[config.mk]
export PLATFORM = sky130hd
export DESIGN_NAME = rnn_layer_sequencer
export DESIGN_NICKNAME = d
export VERILOG_FILES = /design/src/rtl/rnn_layer_sequencer.sv
export SDC_FILE = /design/constraint.sdc
export NUM_CORES = 1
export LEC_CHECK = 0
export ABC_AREA = 0
export CORE_ASPECT_RATIO = 1.75
export CORE_MARGIN = 4
export CORE_UTILIZATION = 30
export DETAILED_ROUTE_END_ITERATION = 6
export PLACE_DENSITY_LB_ADDON = 0.3
export SLEW_MARGIN = 20
export SYNTH_ARGS = -nofsm -noshare
export SYNTH_HDL_FRONTEND = slang
export SYNTH_SLANG_ARGS = --single-unit
[constraint.sdc]
create_clock -name clk_i -period 3.3 [get_ports clk_i]
set_input_delay 0.33 -clock clk_i [delete_from_list [all_inputs] [get_ports clk_i]]
set_output_delay 0.33 -clock clk_i [all_outputs]
set_load 0.01 [all_outputs]
[src/rtl/rnn_layer_sequencer.sv]
`default_nettype none
// ============================================================================
// rnn_layer_sequencer : fires the RNN layer engines in dependency order once
//                       per accepted frame, with a per-layer watchdog.
// Revision 1.0
// ============================================================================
module rnn_layer_sequencer #(
   parameter int NUM_LAYERS     = 6,
   parameter int TIMEOUT_CYCLES = 4096,
   parameter int CNT_W          = 16
) (
   input  logic                  clk_i,
   input  logic                  rst_ni,
   input  logic                  frame_valid_i,
   output logic                  frame_ready_o,
   output logic [NUM_LAYERS-1:0] layer_start_o,
   input  logic [NUM_LAYERS-1:0] layer_done_i,
   output logic [2:0]            cur_layer_o,
   output logic                  busy_o,
   output logic                  vad_valid_o,
   output logic                  frame_done_o,
   output logic                  timeout_err_o,
   output logic [2:0]            err_layer_o,
   input  logic                  err_clr_i,
   output logic [CNT_W-1:0]      frame_cnt_o
);

   localparam logic [2:0] S_IDLE  = 3'd0;
   localparam logic [2:0] S_START = 3'd1;
   localparam logic [2:0] S_WAIT  = 3'd2;
   localparam logic [2:0] S_NEXT  = 3'd3;
   localparam logic [2:0] S_DONE  = 3'd4;
   localparam logic [2:0] S_ERROR = 3'd5;

   localparam int         TMO_W      = $clog2(TIMEOUT_CYCLES + 2);
   localparam logic [2:0] VAD_LAYER  = 3'd2;
   localparam logic [2:0] LAST_LAYER = 3'(NUM_LAYERS - 1);

   logic [2:0]       state_q,     state_d;
   logic [2:0]       cur_layer_q, cur_layer_d;
   logic [2:0]       err_layer_q, err_layer_d;
   logic [TMO_W-1:0] tmo_q,       tmo_d;
   logic [CNT_W-1:0] frame_cnt_q, frame_cnt_d;
   logic             done_cur;
   logic             tmo_hit;

   // Only the engine currently being waited on may advance the sequence.
   always_comb begin
      done_cur = 1'b0;
      for (int i = 0; i < NUM_LAYERS; i++) begin
         if (cur_layer_q == 3'(i)) done_cur = layer_done_i[i];
      end
   end

   // Trips on the WAIT cycle where the incremented count reaches TIMEOUT_CYCLES-1,
   // so the error flag appears TIMEOUT_CYCLES cycles after the start pulse.
   assign tmo_hit = (TIMEOUT_CYCLES != 0) &&
                    ((32'(tmo_q) + 32'd2) >= 32'(TIMEOUT_CYCLES));

   always_comb begin
      state_d     = state_q;
      cur_layer_d = cur_layer_q;
      err_layer_d = err_layer_q;
      tmo_d       = tmo_q;
      frame_cnt_d = frame_cnt_q;
      case (state_q)
         S_IDLE: begin
            if (frame_valid_i) begin
               cur_layer_d = '0;
               state_d     = S_START;
            end
         end
         S_START: begin
            tmo_d   = '0;
            state_d = S_WAIT;
         end
         S_WAIT: begin
            tmo_d = tmo_q + TMO_W'(1);
            if (done_cur) begin
               state_d = S_NEXT;
            end else if (tmo_hit) begin
               err_layer_d = cur_layer_q;
               state_d     = S_ERROR;
            end
         end
         S_NEXT: begin
            if (cur_layer_q == LAST_LAYER) begin
               state_d = S_DONE;
            end else begin
               cur_layer_d = cur_layer_q + 3'd1;
               state_d     = S_START;
            end
         end
         S_DONE: begin
            frame_cnt_d = frame_cnt_q + CNT_W'(1);
            cur_layer_d = '0;
            state_d     = S_IDLE;
         end
         S_ERROR: begin
            if (err_clr_i) begin
               err_layer_d = '0;
               cur_layer_d = '0;
               state_d     = S_IDLE;
            end
         end
         default: state_d = S_IDLE;
      endcase
   end

   always_ff @(posedge clk_i or negedge rst_ni) begin
      if (!rst_ni) begin
         state_q     <= S_IDLE;
         cur_layer_q <= '0;
         err_layer_q <= '0;
         tmo_q       <= '0;
         frame_cnt_q <= '0;
      end else begin
         state_q     <= state_d;
         cur_layer_q <= cur_layer_d;
         err_layer_q <= err_layer_d;
         tmo_q       <= tmo_d;
         frame_cnt_q <= frame_cnt_d;
      end
   end

   always_comb begin
      layer_start_o = '0;
      for (int i = 0; i < NUM_LAYERS; i++) begin
         layer_start_o[i] = (state_q == S_START) && (cur_layer_q == 3'(i));
      end
   end

   assign frame_ready_o = (state_q == S_IDLE);
   assign busy_o        = (state_q == S_START) || (state_q == S_WAIT) || (state_q == S_NEXT);
   assign vad_valid_o   = (state_q == S_NEXT) && (cur_layer_q == VAD_LAYER);
   assign frame_done_o  = (state_q == S_DONE);
   assign timeout_err_o = (state_q == S_ERROR);
   assign err_layer_o   = err_layer_q;
   assign cur_layer_o   = cur_layer_q;
   assign frame_cnt_o   = frame_cnt_q;

endmodule
`default_nettype wire

==> impl_summary.txt, run 1 <==
----------------------------------------------------
[Layout]
  Area added between synthesis and finish ... 30.7%
  Post-route standard cell area excluding fillers ... 2740 um2
  Most used cells in the layout excluding fill and tap cells ... sky130_fd_sc_hd__clkdlybuf4s50_1 (41), sky130_fd_sc_hd__dfrtp_1 (38), sky130_fd_sc_hd__nand2_1 (35)
  Share of post-route cells with drive strength above 1 ... 6.87%
  Most common library cell in the layout ignoring fill and taps ... sky130_fd_sc_hd__clkdlybuf4s50_1
  Antenna Cells ... 0
  Total number of nets in the final design ... 280
  Post-route insts no fill ... 346

[Clock tree]
  Clock-pin slew on the worst setup and hold paths ... 0.06 ns
  Count of clock tree sinks ... 38
  Number of buffers inserted for hold repair after clock tree synthesis ... 0
  Buffer type at the clock tree root ... sky130_fd_sc_hd__clkbuf_16
  Clock buffer count from CTS ... 5
  Worst-case clock buffer depth ... 2
  TritonCTS clock tree ... done
  CTS HTree Levels ... 2
  Clock latency of the later-clocked register in the worst-skew pair ... 0.28 ns
  Setup Fix Bufs, Post-CTS ... 0
  Resize count post-CTS ... 0

[Floorplan]
  Top-level I/O count ... 43
  Die span in x ... 71.2 um
  Placeable core area ... 6860 um2
  Area enclosed by the die boundary ... 8430 um2
  Die Span Y ... 119 um
  Placement row count ... 40
  Effective utilization at floorplan ... 30.5%

[Placed design]
  Count of input and output buffers ... 42
  RD Place Congestion ... 0.792
  Placed instance area ... 2570 um2
  HPWL Detailed ... 3.52 mm
  Pre-CTS setup slack ... 1.01 ns
  Cell count after placement ... 338

[Synth]
  Post-Syn Area per Cell ... 9.56 um2
  Post-Synthesis Cells ... 219
  Warning count from the yosys run ... 0
  Cell types with the largest area share after synthesis ... sky130_fd_sc_hd__dfrtp_1 (45%), sky130_fd_sc_hd__nand2_1 (6.3%), sky130_fd_sc_hd__ha_1 (5.4%), sky130_fd_sc_hd__mux2i_1 (4.8%), sky130_fd_sc_hd__xnor2_1 (4.6%)
  Number of synthesized register bits ... 38
  Synth unique cells ... 40
  Yosys top cell by area ... sky130_fd_sc_hd__dfrtp_1
  Top cell type's share of synthesized area ... 45.4%
  Sequential cell area fraction in the yosys report ... 45.4%
  Netlist area before placement ... 2090 um2
  Number of nets in the synthesized netlist ... 238

[Drt]
  Antenna Nets Post-Route ... 0
  Via count ... 1666
  Wire length per cell after detailed routing ... 13.4 um
  Number of DRC markers after the initial detailed-route iteration ... 93
  Total DRC errors in the routed layout ... 0
  Routed WL ... 4.63 mm
  First-pass DRT Iterations ... 4
  Per-cell via count in the routed design ... 4.82

[Global route]
  Number of antenna violations at the first check in global routing ... 0
  Global-route wire length before repair ... 8.09 mm
  Vias in the first global route ... 1690
  Total overflow reported by the global router ... 0
  Global routing usage summed across all routing layers ... 11.8%
  Pin count of the biggest net entering global routing ... 39

[STA]
  Slew Limit Fails ... 0
  Setup clock skew after layout ... 0.00389 ns
  Minimum setup slack in the final design ... 0.708 ns
  Setup repair after global routing missed its margin ... false
  Actual transition at the worst max-transition pin ... 0.855 ns
  Final-layout setup total negative slack ... 0 ns
  Tmin final ... 2.59 ns
  Setup violation total in the final timing report ... 0
  Relative slew margins ... 43.0%
  Max frequency ... 386 MHz
  Hold violation count in the final report ... 0
  Post-route fraction of the period consumed by the critical path ... 78.5%

[Worst setup path]
  Crit end category ... output pin
  WP data required ... 2.97 ns
  Startpoint class of the critical path ... register
  CP Max Fanout ... 13
  Start-to-end type of the worst setup path ... register to output pin
  CP arrival ... 2.26 ns

[Power and ir drop]
  Static leakage ... 1.20 nW
  Pwr per Cell Area ... 639 nW/um2
  Highest ir drop seen on vdd ... 439 uV

[Flow run]
  Max-cap violation count ... 0

[Outcome]
  Outcome ... complete, no violations

[Min path]
  Type of the worst min-delay path ... input pin to async pin

----------------------------------------------------
==> per-layer routing <==
| layer | GRT usage (%) | part of all wire, % | up-vias |
|---|---|---|---|
| met2 | 20.9 | 56 | 21 |
| met5 | 0 | 0 | - |
| li1 | - | - | 837 |
| met4 | 4.71 | 1.4 | 0 |
| met3 | 1.87 | 1.8 | 4 |
| met1 | 13.8 | 40 | 804 |
==> cell usage after synthesis (all sizes together) <==
| cell type | n |
|---|---|
| a311oi | 1 |
| o22ai | 1 |
| and3 | 7 |
| clkbuf | 3 |
| nor2 | 15 |
| nand2 | 35 |
| a21oi | 8 |
| a31oi | 2 |
| nand2b | 5 |
| nand3 | 14 |
| o211ai | 2 |
| mux2i | 10 |
| o31ai | 1 |
| nor2b | 5 |
| inv | 6 |
| xor2 | 4 |
| o21ai | 8 |
| ha | 9 |
| or3 | 1 |
| nand3b | 3 |
| nor3 | 5 |
| or2 | 2 |
| mux2 | 2 |
| xnor2 | 11 |
| and2 | 2 |
| nor4 | 1 |
| buf | 4 |
| nand4 | 7 |
| dfrtp | 38 |
| a211oi | 1 |
| nor3b | 3 |
| and4 | 1 |
| o32ai | 1 |
| or3b | 1 |
==> state kept, by name, indices dropped and copies added, names as in the netlist <==
name / flops
tmo_q: 13
err_layer_o: 3
state_q: 3
cur_layer_o: 3
frame_cnt_o: 16
==> worst max-delay path: stages, from the launching register on <==
cell                              delay, ns
sky130_fd_sc_hd__dfrtp_1               0.56
sky130_fd_sc_hd__nor2b_1               0.33
sky130_fd_sc_hd__nand2b_1              0.32
sky130_fd_sc_hd__nor2_1                0.22
sky130_fd_sc_hd__clkdlybuf4s50_1       0.55
==> kinds of logic (layout without fill, tap and decap cells) <==
| logic type | Yosys count | in the layout | share of synthesized area [%] |
|---|---|---|---|
| simple gates | 107 | 107 | 26.7 |
| fa+ha+maj | 9 | 9 | 5.38 |
| compound gates | 25 | 25 | 7.29 |
| flops | 38 | 38 | 45.4 |
| mux | 12 | 12 | 5.85 |
| buf+inv | 13 | 56 | 3.11 |
| xor+xnor | 15 | 15 | 6.27 |
==> stage by stage <==
| stage | power [W] | utilization (%) | hold WS, ns |
|---|---|---|---|
| 3_3_place_gp | 0.00122 | 37.5 | 0.461 |
| 2_1_floorplan | 0.00101 | - | 0.0344 |
| 4_1_cts | 0.00178 | 39.9 | 0.196 |
| 3_5_place_dp | 0.00123 | 37.5 | 0.476 |
| 6_report | 0.00175 | 39.9 | 0.155 |
| 5_1_grt | 0.00187 | 39.9 | 0.235 |
==> worst paths after layout <==
check                                             from                          end  slack [ns]  depth (start not counted)
setup / recovery                state_q[0]$_DFFE_PN0P_             layer_start_o[5]        0.71                          4
hold / removal                                  rst_ni  frame_cnt_o[15]$_DFFE_PN0P_        0.16                          1
setup reg to reg            cur_layer_o[2]$_DFFE_PN0P_   err_layer_o[2]$_DFFE_PN0P_        1.20                          7
hold reg to reg            frame_cnt_o[15]$_DFFE_PN0P_  frame_cnt_o[15]$_DFFE_PN0P_        0.47                          1
max in group asynchronous                       rst_ni   frame_cnt_o[6]$_DFFE_PN0P_        2.60                          1
min in group clk_i         frame_cnt_o[15]$_DFFE_PN0P_  frame_cnt_o[15]$_DFFE_PN0P_        0.47                          1
==> report_power, final <==
part	total [W]	switching [W]	internal (W)	leakage [nW]
sequential	0.000636	0.000109	0.000527	0.518
clock	0.000538	0.000184	0.000353	0.0836
combinational	0.000574	0.000296	0.000278	0.603
total	0.00175	0.000590	0.00116	1.20
==> area by class of cell <==
type,count,area (um2)
timing repair buffer,42,415
sequential,38,951
multi-input combinational,168,1080
tap,84,105
fill,687,4120
clock buffer,5,125
clock inverter,3,40.0
inverter,6,22.5
No activity file was read; power rests on OpenSTA's default activity.
==> run 2, diff against run 1 <==
clock period = 2.4 ns   (was 3.3 ns; I/O delays follow)
==> run 2 against run 1 <==
- critical path type unchanged
- register-to-register slack got worse by 0.80 ns
- clock skew rose by 0.00055 ns
- largest power group unchanged
- first-iteration DRC count fell by 59%
- setup slack got worse by 0.57 ns
- critical endpoint unchanged
- critical path depth rose by 1
- sequential share of layout area fell by 0.47 points
- die area did not move
==> impl_summary.txt, run 2 (synthesis gave the netlist of run 1 again) <==
----------------------------------------------------
[Worst setup path]
  Crit end category ... output pin (unchanged)
  Start-to-end type of the worst setup path ... register to output pin (unchanged)
  WP data required ... 2.16 ns (was 2.97 ns)
  Startpoint class of the critical path ... register (unchanged)
  CP arrival ... 2.02 ns (was 2.26 ns)
  CP Max Fanout ... 9 (was 13)

[Global route]
  Grt met2 use ... 22.2% (was 20.9%)
  Peak-usage layer in the global routing report ... met2 (unchanged)
  GR met1 Demand/Resource ... 13.1% (was 13.8%)
  Total overflow reported by the global router ... 0 (unchanged)
  Pin count of the biggest net entering global routing ... 39 (unchanged)
  Global routing usage summed across all routing layers ... 12.2% (was 11.8%)
  Number of antenna violations at the first check in global routing ... 0 (unchanged)
  Vias in the first global route ... 1791 (was 1690)
  GR met3 Demand/Resource ... 2.55% (was 1.87%)
  Global-route wire length before repair ... 8.42 mm (was 8.09 mm)

[Drt]
  Wire length per cell after detailed routing ... 13.6 um (was 13.4 um)
  Via count ... 1686 (was 1666)
  First-pass DRT Iterations ... 4 (unchanged)
  Per-cell via count in the routed design ... 4.82 (about the same)
  Number of DRC markers after the initial detailed-route iteration ... 38 (was 93)
  Routed WL ... 4.76 mm (was 4.63 mm)
  Total DRC errors in the routed layout ... 0 (unchanged)
  Antenna Nets Post-Route ... 0 (unchanged)

[Floorplan]
  Placeable core area ... 6860 um2 (unchanged)
  Die Span Y ... 119 um (unchanged)
  Placement row count ... 40 (unchanged)
  Effective utilization at floorplan ... 30.5% (unchanged)
  Area enclosed by the die boundary ... 8430 um2 (unchanged)
  Top-level I/O count ... 43 (unchanged)
  Die span in x ... 71.2 um (unchanged)

[Power and ir drop]
  Clock power frac ... 30.5% (was 30.8%)
  Highest ir drop seen on vdd ... 443 uV (was 439 uV)
  Pwr per Cell Area ... 889 nW/um2 (was 639 nW/um2)
  Fraction of power spent switching nets ... 34.0% (was 33.7%)
  Proportion of power drawn by combinational gates ... 34.3% (was 32.8%)
  Static leakage ... 1.22 nW (was 1.20 nW)
  Cell internal power dissipation ... 0.00163 W (was 0.00116 W)
  Total net switching power ... 0.000840 W (was 0.000590 W)
  Part of the power in registers ... 35.2% (was 36.4%)

[Placed design]
  Count of input and output buffers ... 42 (unchanged)
  RD Place Congestion ... 0.819 (was 0.792)
  Cell count after placement ... 342 (was 338)
  HPWL Detailed ... 3.59 mm (was 3.52 mm)

[Layout]
  Number of flip-flops under the largest register name ... 16 (unchanged)
  Most common library cell in the layout ignoring fill and taps ... sky130_fd_sc_hd__clkdlybuf4s50_1 (unchanged)
  Share of post-route cells with drive strength above 1 ... 9.40% (was 6.87%)
  Antenna Cells ... 0 (unchanged)
  Area added between synthesis and finish ... 32.7% (was 30.7%)
  Total of fill cells in the finished design ... 677 (was 687)
  Total number of nets in the final design ... 284 (was 280)
  Most used cells in the layout excluding fill and tap cells ... sky130_fd_sc_hd__clkdlybuf4s50_1 (41), sky130_fd_sc_hd__dfrtp_1 (37), sky130_fd_sc_hd__nand2_1 (35) (was sky130_fd_sc_hd__clkdlybuf4s50_1 (41), sky130_fd_sc_hd__dfrtp_1 (38), sky130_fd_sc_hd__nand2_1 (35))
  Post-route insts no fill ... 350 (was 346)

[STA]
  Setup repair after global routing missed its margin ... false (unchanged)
  Post-route fraction of the period consumed by the critical path ... 94.3%
  Actual transition at the worst max-transition pin ... 0.844 ns (was 0.855 ns)
  Setup clock skew after layout ... 0.00444 ns (was 0.00389 ns)
  Final-layout setup total negative slack ... 0 ns (unchanged)
  Slew Limit Fails ... 0 (unchanged)
  Max frequency ... 442 MHz
  Setup violation total in the final timing report ... 0 (unchanged)
  Relative slew margins ... 43.8% (was 43.0%)
  Hold violation count in the final report ... 0 (unchanged)
  Tmin final ... 2.26 ns

[Clock tree]
  Worst-case clock buffer depth ... 2 (unchanged)
  Count of clock tree sinks ... 38 (unchanged)
  CTS HTree Levels ... 2 (unchanged)
  Clock buffer count from CTS ... 5 (unchanged)
  Clock-pin slew on the worst setup and hold paths ... 0.06 ns (about the same)
  Buffer type at the clock tree root ... sky130_fd_sc_hd__clkbuf_16 (unchanged)
  Clock latency of the later-clocked register in the worst-skew pair ... 0.28 ns (about the same)
  TritonCTS clock tree ... done (unchanged)

[Min path]
  Type of the worst min-delay path ... input pin to async pin (unchanged)

[Flow run]
  Max-cap violation count ... 0 (unchanged)

[Outcome]
  Outcome ... complete, no violations (unchanged)

----------------------------------------------------
-- run 2: cell types whose count changed in the layout (fill, tap and decap cells not counted) --
| cell | previous run | this run |
|---|---|---|
| sky130_fd_sc_hd__dfrtp_1 | 38 | 37 |
| sky130_fd_sc_hd__nor2_2 | 0 | 1 |
| sky130_fd_sc_hd__buf_4 | 0 | 4 |
| sky130_fd_sc_hd__dfrtp_2 | 0 | 1 |
| sky130_fd_sc_hd__nor2_1 | 15 | 14 |
| sky130_fd_sc_hd__nor2b_1 | 5 | 4 |
| sky130_fd_sc_hd__nor2b_2 | 0 | 1 |
| sky130_fd_sc_hd__clkinv_2 | 2 | 0 |
| sky130_fd_sc_hd__clkinvlp_4 | 0 | 2 |
-- run 2: final timing paths --
| check | start | slack, ns | depth (start not counted) | to |
|---|---|---|---|---|
| max in group asynchronous | rst_ni | 1.75 | 1 | state_q[0]$_DFFE_PN0P_ |
| worst max register to register | cur_layer_o[0]$_DFFE_PN0P_ | 0.40 | 7 | state_q[0]$_DFFE_PN0P_ |
| min in group clk_i | frame_cnt_o[15]$_DFFE_PN0P_ | 0.47 | 1 | frame_cnt_o[15]$_DFFE_PN0P_ |
| worst min-delay path | rst_ni | 0.06 | 1 | frame_cnt_o[15]$_DFFE_PN0P_ |
| worst max-delay path | cur_layer_o[1]$_DFFE_PN0P_ | 0.14 | 5 | layer_start_o[5] |
| worst min register to register | frame_cnt_o[15]$_DFFE_PN0P_ | 0.47 | 1 | frame_cnt_o[15]$_DFFE_PN0P_ |
-- run 2: power groups by stage --
stage	clock network [W]	logic [W]	registers, W
after CTS	0.000770	0.000852	0.000870
final	0.000753	0.000847	0.000870
after global placement	0	0.000841	0.000877
after detailed placement	0	0.000844	0.000881
after floorplan	0	0.000560	0.000828
after global routing	0.000800	0.000929	0.000893
-- run 2: layout make-up --
type | count | area [um2] | share of cell area, %
inverters | 6 | 22.5 | 0.810
clock inverters | 3 | 45.0 | 1.62
multi-input cells | 168 | 1080 | 39.0
well taps | 84 | 105 | 3.78
repair buffers | 46 | 445 | 16.0
flip-flops and latches | 38 | 952 | 34.3
clock buffers | 5 | 125 | 4.50
-- run 2: per-stage QoR --
stage / power, W / hold slack [ns] / setup slack (ns) / instance area (um2) / util, %
after floorplan: 0.00139 / -0.0556 / 0.534 / 2090 / -
after global placement: 0.00172 / 0.405 / 0.342 / 2600 / 38.0
after detailed placement: 0.00173 / 0.413 / 0.334 / 2600 / 38.0
after CTS: 0.00249 / 0.102 / 0.0247 / 2770 / 40.4
after global routing: 0.00262 / 0.141 / 0.00805 / 2780 / 40.5
final: 0.00247 / 0.0564 / 0.137 / 2780 / 40.5
-- run 2: worst max-delay path, stage by stage (launching register included) --
cell	delay (ns)
sky130_fd_sc_hd__dfrtp_1	0.41
sky130_fd_sc_hd__inv_1	0.15
sky130_fd_sc_hd__ha_1	0.31
sky130_fd_sc_hd__nand2_1	0.15
sky130_fd_sc_hd__nor2_1	0.16
sky130_fd_sc_hd__clkdlybuf4s50_1	0.56
-- run 2: layer usage --
| metal | vias to the layer above | wire length, um |
|---|---|---|
| met3 | 8 | 104 |
| li1 | 843 | - |
| met2 | 18 | 2690 |
| met4 | 0 | 104 |
| met5 | - | 0 |
| met1 | 817 | 1870 |
-- run 2: timing repair --
action,in CTS,in global routing
endpoints found under the setup margin,0,6
hold buffers,0,0
gates resized for setup,0,3
buffers inserted,0,0
==> run 3, diff against run 2 <==
CORE_UTILIZATION = 25   (was 30)
==> run 3 against run 2 <==
- first-iteration DRC count fell by 13%
- wire length rose by 8.2%
- cell count rose by 2.6%
- critical path type unchanged
- largest cell class unchanged
- largest power group is now combinational cells
==> impl_summary.txt, run 3 (synthesis gave the netlist of run 1 again) <==
----------------------------------------------------
[Worst setup path]
  CP arrival ... 1.99 ns (was 2.02 ns)
  Startpoint class of the critical path ... register (unchanged)
  Worst-path cell with the longest stage delay ... sky130_fd_sc_hd__clkdlybuf4s50_1 (unchanged)
  Buffers plus inverters on the worst setup path ... 1 (was 2)
  Worst path cell trace ... nand2b_1 > nor2_1 > and3_1 > clkdlybuf4s50_1 (was inv_1 > ha_1 > nand2_1 > nor2_1 > clkdlybuf4s50_1)
  Worst reg2reg path endpoint ... state_q[0]$_DFFE_PN0P_ (unchanged)
  Reg2reg start ... cur_layer_o[0]$_DFFE_PN0P_ (unchanged)
  Worst reg-to-reg setup slack ... 0.44 ns (was 0.40 ns)
  WP data required ... 2.16 ns (about the same)
  FF-to-FF path depth ... 7 (unchanged)
  CP Max Fanout ... 7 (was 9)
  Delay of the slowest cell on the worst path ... 0.53 ns (was 0.56 ns)
  Crit end category ... output pin (unchanged)
  Start-to-end type of the worst setup path ... register to output pin (unchanged)
  Cell family with most CP delay ... simple AND/OR/NAND/NOR gates (was buffers and inverters)

[Floorplan]
  Area enclosed by the die boundary ... 9960 um2 (was 8430 um2)
  Die span in x ... 77.2 um (was 71.2 um)
  Top-level I/O count ... 43 (unchanged)
  Placeable core area ... 8070 um2 (was 6860 um2)
  Placement row count ... 43 (was 40)
  Die Span Y ... 129 um (was 119 um)
  Effective utilization at floorplan ... 26.0% (was 30.5%)

[Drt]
  Per-cell via count in the routed design ... 4.85 (was 4.82)
  First-pass DRT Iterations ... 4 (unchanged)
  Total DRC errors in the routed layout ... 0 (unchanged)
  Antenna Nets Post-Route ... 0 (unchanged)
  Routed WL ... 5.15 mm (was 4.76 mm)
  Wire length per cell after detailed routing ... 14.4 um (was 13.6 um)
  Number of DRC markers after the initial detailed-route iteration ... 33 (was 38)
  Via count ... 1742 (was 1686)

[Global route]
  Vias in the first global route ... 1800 (was 1791)
  Total overflow reported by the global router ... 0 (unchanged)
  Global-route wire length before repair ... 9.01 mm (was 8.42 mm)
  GR met3 Demand/Resource ... 2.50% (was 2.55%)
  Pin count of the biggest net entering global routing ... 39 (unchanged)
  Peak-usage layer in the global routing report ... met2 (unchanged)
  Number of antenna violations at the first check in global routing ... 0 (unchanged)
  Global routing usage summed across all routing layers ... 11.3% (was 12.2%)
  GR met1 Demand/Resource ... 11.6% (was 13.1%)
  Grt met2 use ... 21.7% (was 22.2%)

[Outcome]
  Outcome ... complete, no violations (unchanged)

[STA]
  Max frequency ... 448 MHz (was 442 MHz)
  Relative slew margins ... 43.0% (was 43.8%)
  Setup violation total in the final timing report ... 0 (unchanged)
  Final Hold Slack ... 0.0608 ns (was 0.0564 ns)
  Post-route fraction of the period consumed by the critical path ... 92.9% (was 94.3%)
  Setup clock skew after layout ... 0.00578 ns (was 0.00444 ns)
  Tmin final ... 2.23 ns (was 2.26 ns)
  Setup repair after global routing missed its margin ... false (unchanged)
  Final-layout setup total negative slack ... 0 ns (unchanged)
  Hold violation count in the final report ... 0 (unchanged)
  Actual transition at the worst max-transition pin ... 0.856 ns (was 0.844 ns)
  Slew Limit Fails ... 0 (unchanged)

[Layout]
  Area added between synthesis and finish ... 33.7% (was 32.7%)
  Finished Core Util ... 34.7% (was 40.5%)
  Most common library cell in the layout ignoring fill and taps ... sky130_fd_sc_hd__clkdlybuf4s50_1 (unchanged)
  Antenna Cells ... 0 (unchanged)
  Most used cells in the layout excluding fill and tap cells ... sky130_fd_sc_hd__clkdlybuf4s50_1 (41), sky130_fd_sc_hd__dfrtp_1 (38), sky130_fd_sc_hd__nand2_1 (35) (was sky130_fd_sc_hd__clkdlybuf4s50_1 (41), sky130_fd_sc_hd__dfrtp_1 (37), sky130_fd_sc_hd__nand2_1 (35))
  Total number of nets in the final design ... 287 (was 284)
  Number of flip-flops under the largest register name ... 16 (unchanged)
  Total of fill cells in the finished design ... 829 (was 677)
  Share of post-route cells with drive strength above 1 ... 9.67% (was 9.40%)

[Power and ir drop]
  Static leakage ... 1.24 nW (was 1.22 nW)
  Highest ir drop seen on vdd ... 386 uV (was 443 uV)
  Pwr per Cell Area ... 889 nW/um2 (about the same)
  Post-route total power ... 0.00249 W (was 0.00247 W)

[Clock tree]
  Number of buffers inserted for hold repair after clock tree synthesis ... 0 (unchanged)
  Clock latency of the later-clocked register in the worst-skew pair ... 0.28 ns (about the same)
  Clock buffer count from CTS ... 5 (unchanged)
  CTS HTree Levels ... 2 (unchanged)
  Buffer type at the clock tree root ... sky130_fd_sc_hd__clkbuf_16 (unchanged)
  Worst-case clock buffer depth ... 2 (unchanged)
  Count of clock tree sinks ... 38 (unchanged)
  Clock-pin slew on the worst setup and hold paths ... 0.06 ns (about the same)
  TritonCTS clock tree ... done (unchanged)

[Flow run]
  Max-cap violation count ... 0 (unchanged)

[Placed design]
  Count of input and output buffers ... 42 (unchanged)
  RD Place Congestion ... 0.801 (was 0.819)
  HPWL Detailed ... 3.99 mm (was 3.59 mm)

[Min path]
  Type of the worst min-delay path ... input pin to async pin (unchanged)

----------------------------------------------------
-- run 3: cell types whose count changed in the layout (fill, tap and decap cells not counted) --
cell,before,now
sky130_fd_sc_hd__buf_4,4,7
sky130_fd_sc_hd__dfrtp_1,37,38
sky130_fd_sc_hd__clkinv_2,0,2
sky130_fd_sc_hd__nor2_1,14,15
sky130_fd_sc_hd__nor2_2,1,0
sky130_fd_sc_hd__clkinvlp_4,2,0
sky130_fd_sc_hd__dfrtp_2,1,0
-- run 3: area by class of cell --
cell class | instances | area (um2) | share of cell area [%]
Clock buffer | 5 | 125 | 4.47
Clock inverter | 3 | 40.0 | 1.43
Inverter | 6 | 22.5 | 0.804
Multi-Input combinational cell | 168 | 1080 | 38.6
Sequential cell | 38 | 951 | 34.0
Tap cell | 90 | 113 | 4.02
Timing Repair Buffer | 49 | 468 | 16.7
-- run 3: stage by stage --
| stage | std cells | setup slack [ns] | area (um2) |
|---|---|---|---|
| after global placement | 351 | 0.453 | 2630 |
| final | 359 | 0.170 | 2800 |
| after detailed placement | 351 | 0.440 | 2630 |
| after floorplan | 219 | 0.534 | 2090 |
| after global routing | 359 | 0.0214 | 2800 |
| after CTS | 359 | 0.160 | 2800 |
-- run 3: routing by layer --
layer  up-vias  share of wire [%]
li1        855                  -
met1       856                 38
met2        23                 57
met3         8                2.8
met4         0                2.4
met5         -                  0
-- run 3: worst reg2reg max path, delay by kind of cell, from the launching register on --
kind	cells	cell delay, ns
AO/OA/AOI/OAI	3	0.75
flip-flops	1	0.43
AND/OR/NAND/NOR	2	0.31
adder cells (fa/ha/maj)	1	0.25
buffers and inverters	1	0.13
-- run 3: report_power, final --
part / total, W / switching [W] / internal (W) / leakage, nW
logic: 0.000910 / 0.000482 / 0.000429 / 0.638
registers: 0.000842 / 0.000116 / 0.000726 / 0.518
clock network: 0.000737 / 0.000251 / 0.000486 / 0.0836
total: 0.00249 / 0.000849 / 0.00164 / 1.24
-- run 3: how the worst max path moves through the flow --
| stage | end | slack, ns | start | depth (start not counted) |
|---|---|---|---|---|
| floorplan | err_layer_o[2]$_DFFE_PN0P_ | 0.53 | cur_layer_o[1]$_DFFE_PN0P_ | 8 |
| global placement | tmo_q[9]$_DFFE_PN0P_ | 0.45 | state_q[1]$_DFFE_PN0P_ | 5 |
| detailed placement | tmo_q[9]$_DFFE_PN0P_ | 0.44 | state_q[1]$_DFFE_PN0P_ | 5 |
| CTS | layer_start_o[5] | 0.16 | cur_layer_o[1]$_DFFE_PN0P_ | 5 |
| global route | layer_start_o[5] | 0.02 | cur_layer_o[1]$_DFFE_PN0P_ | 5 |
| finish | layer_start_o[0] | 0.17 | state_q[2]$_DFFE_PN0P_ | 4 |
-- run 3: timing repair --
action / in CTS / in global routing
endpoints found under the setup margin: 0 / 1
gates resized for setup: 0 / 1
buffers inserted: 0 / 0
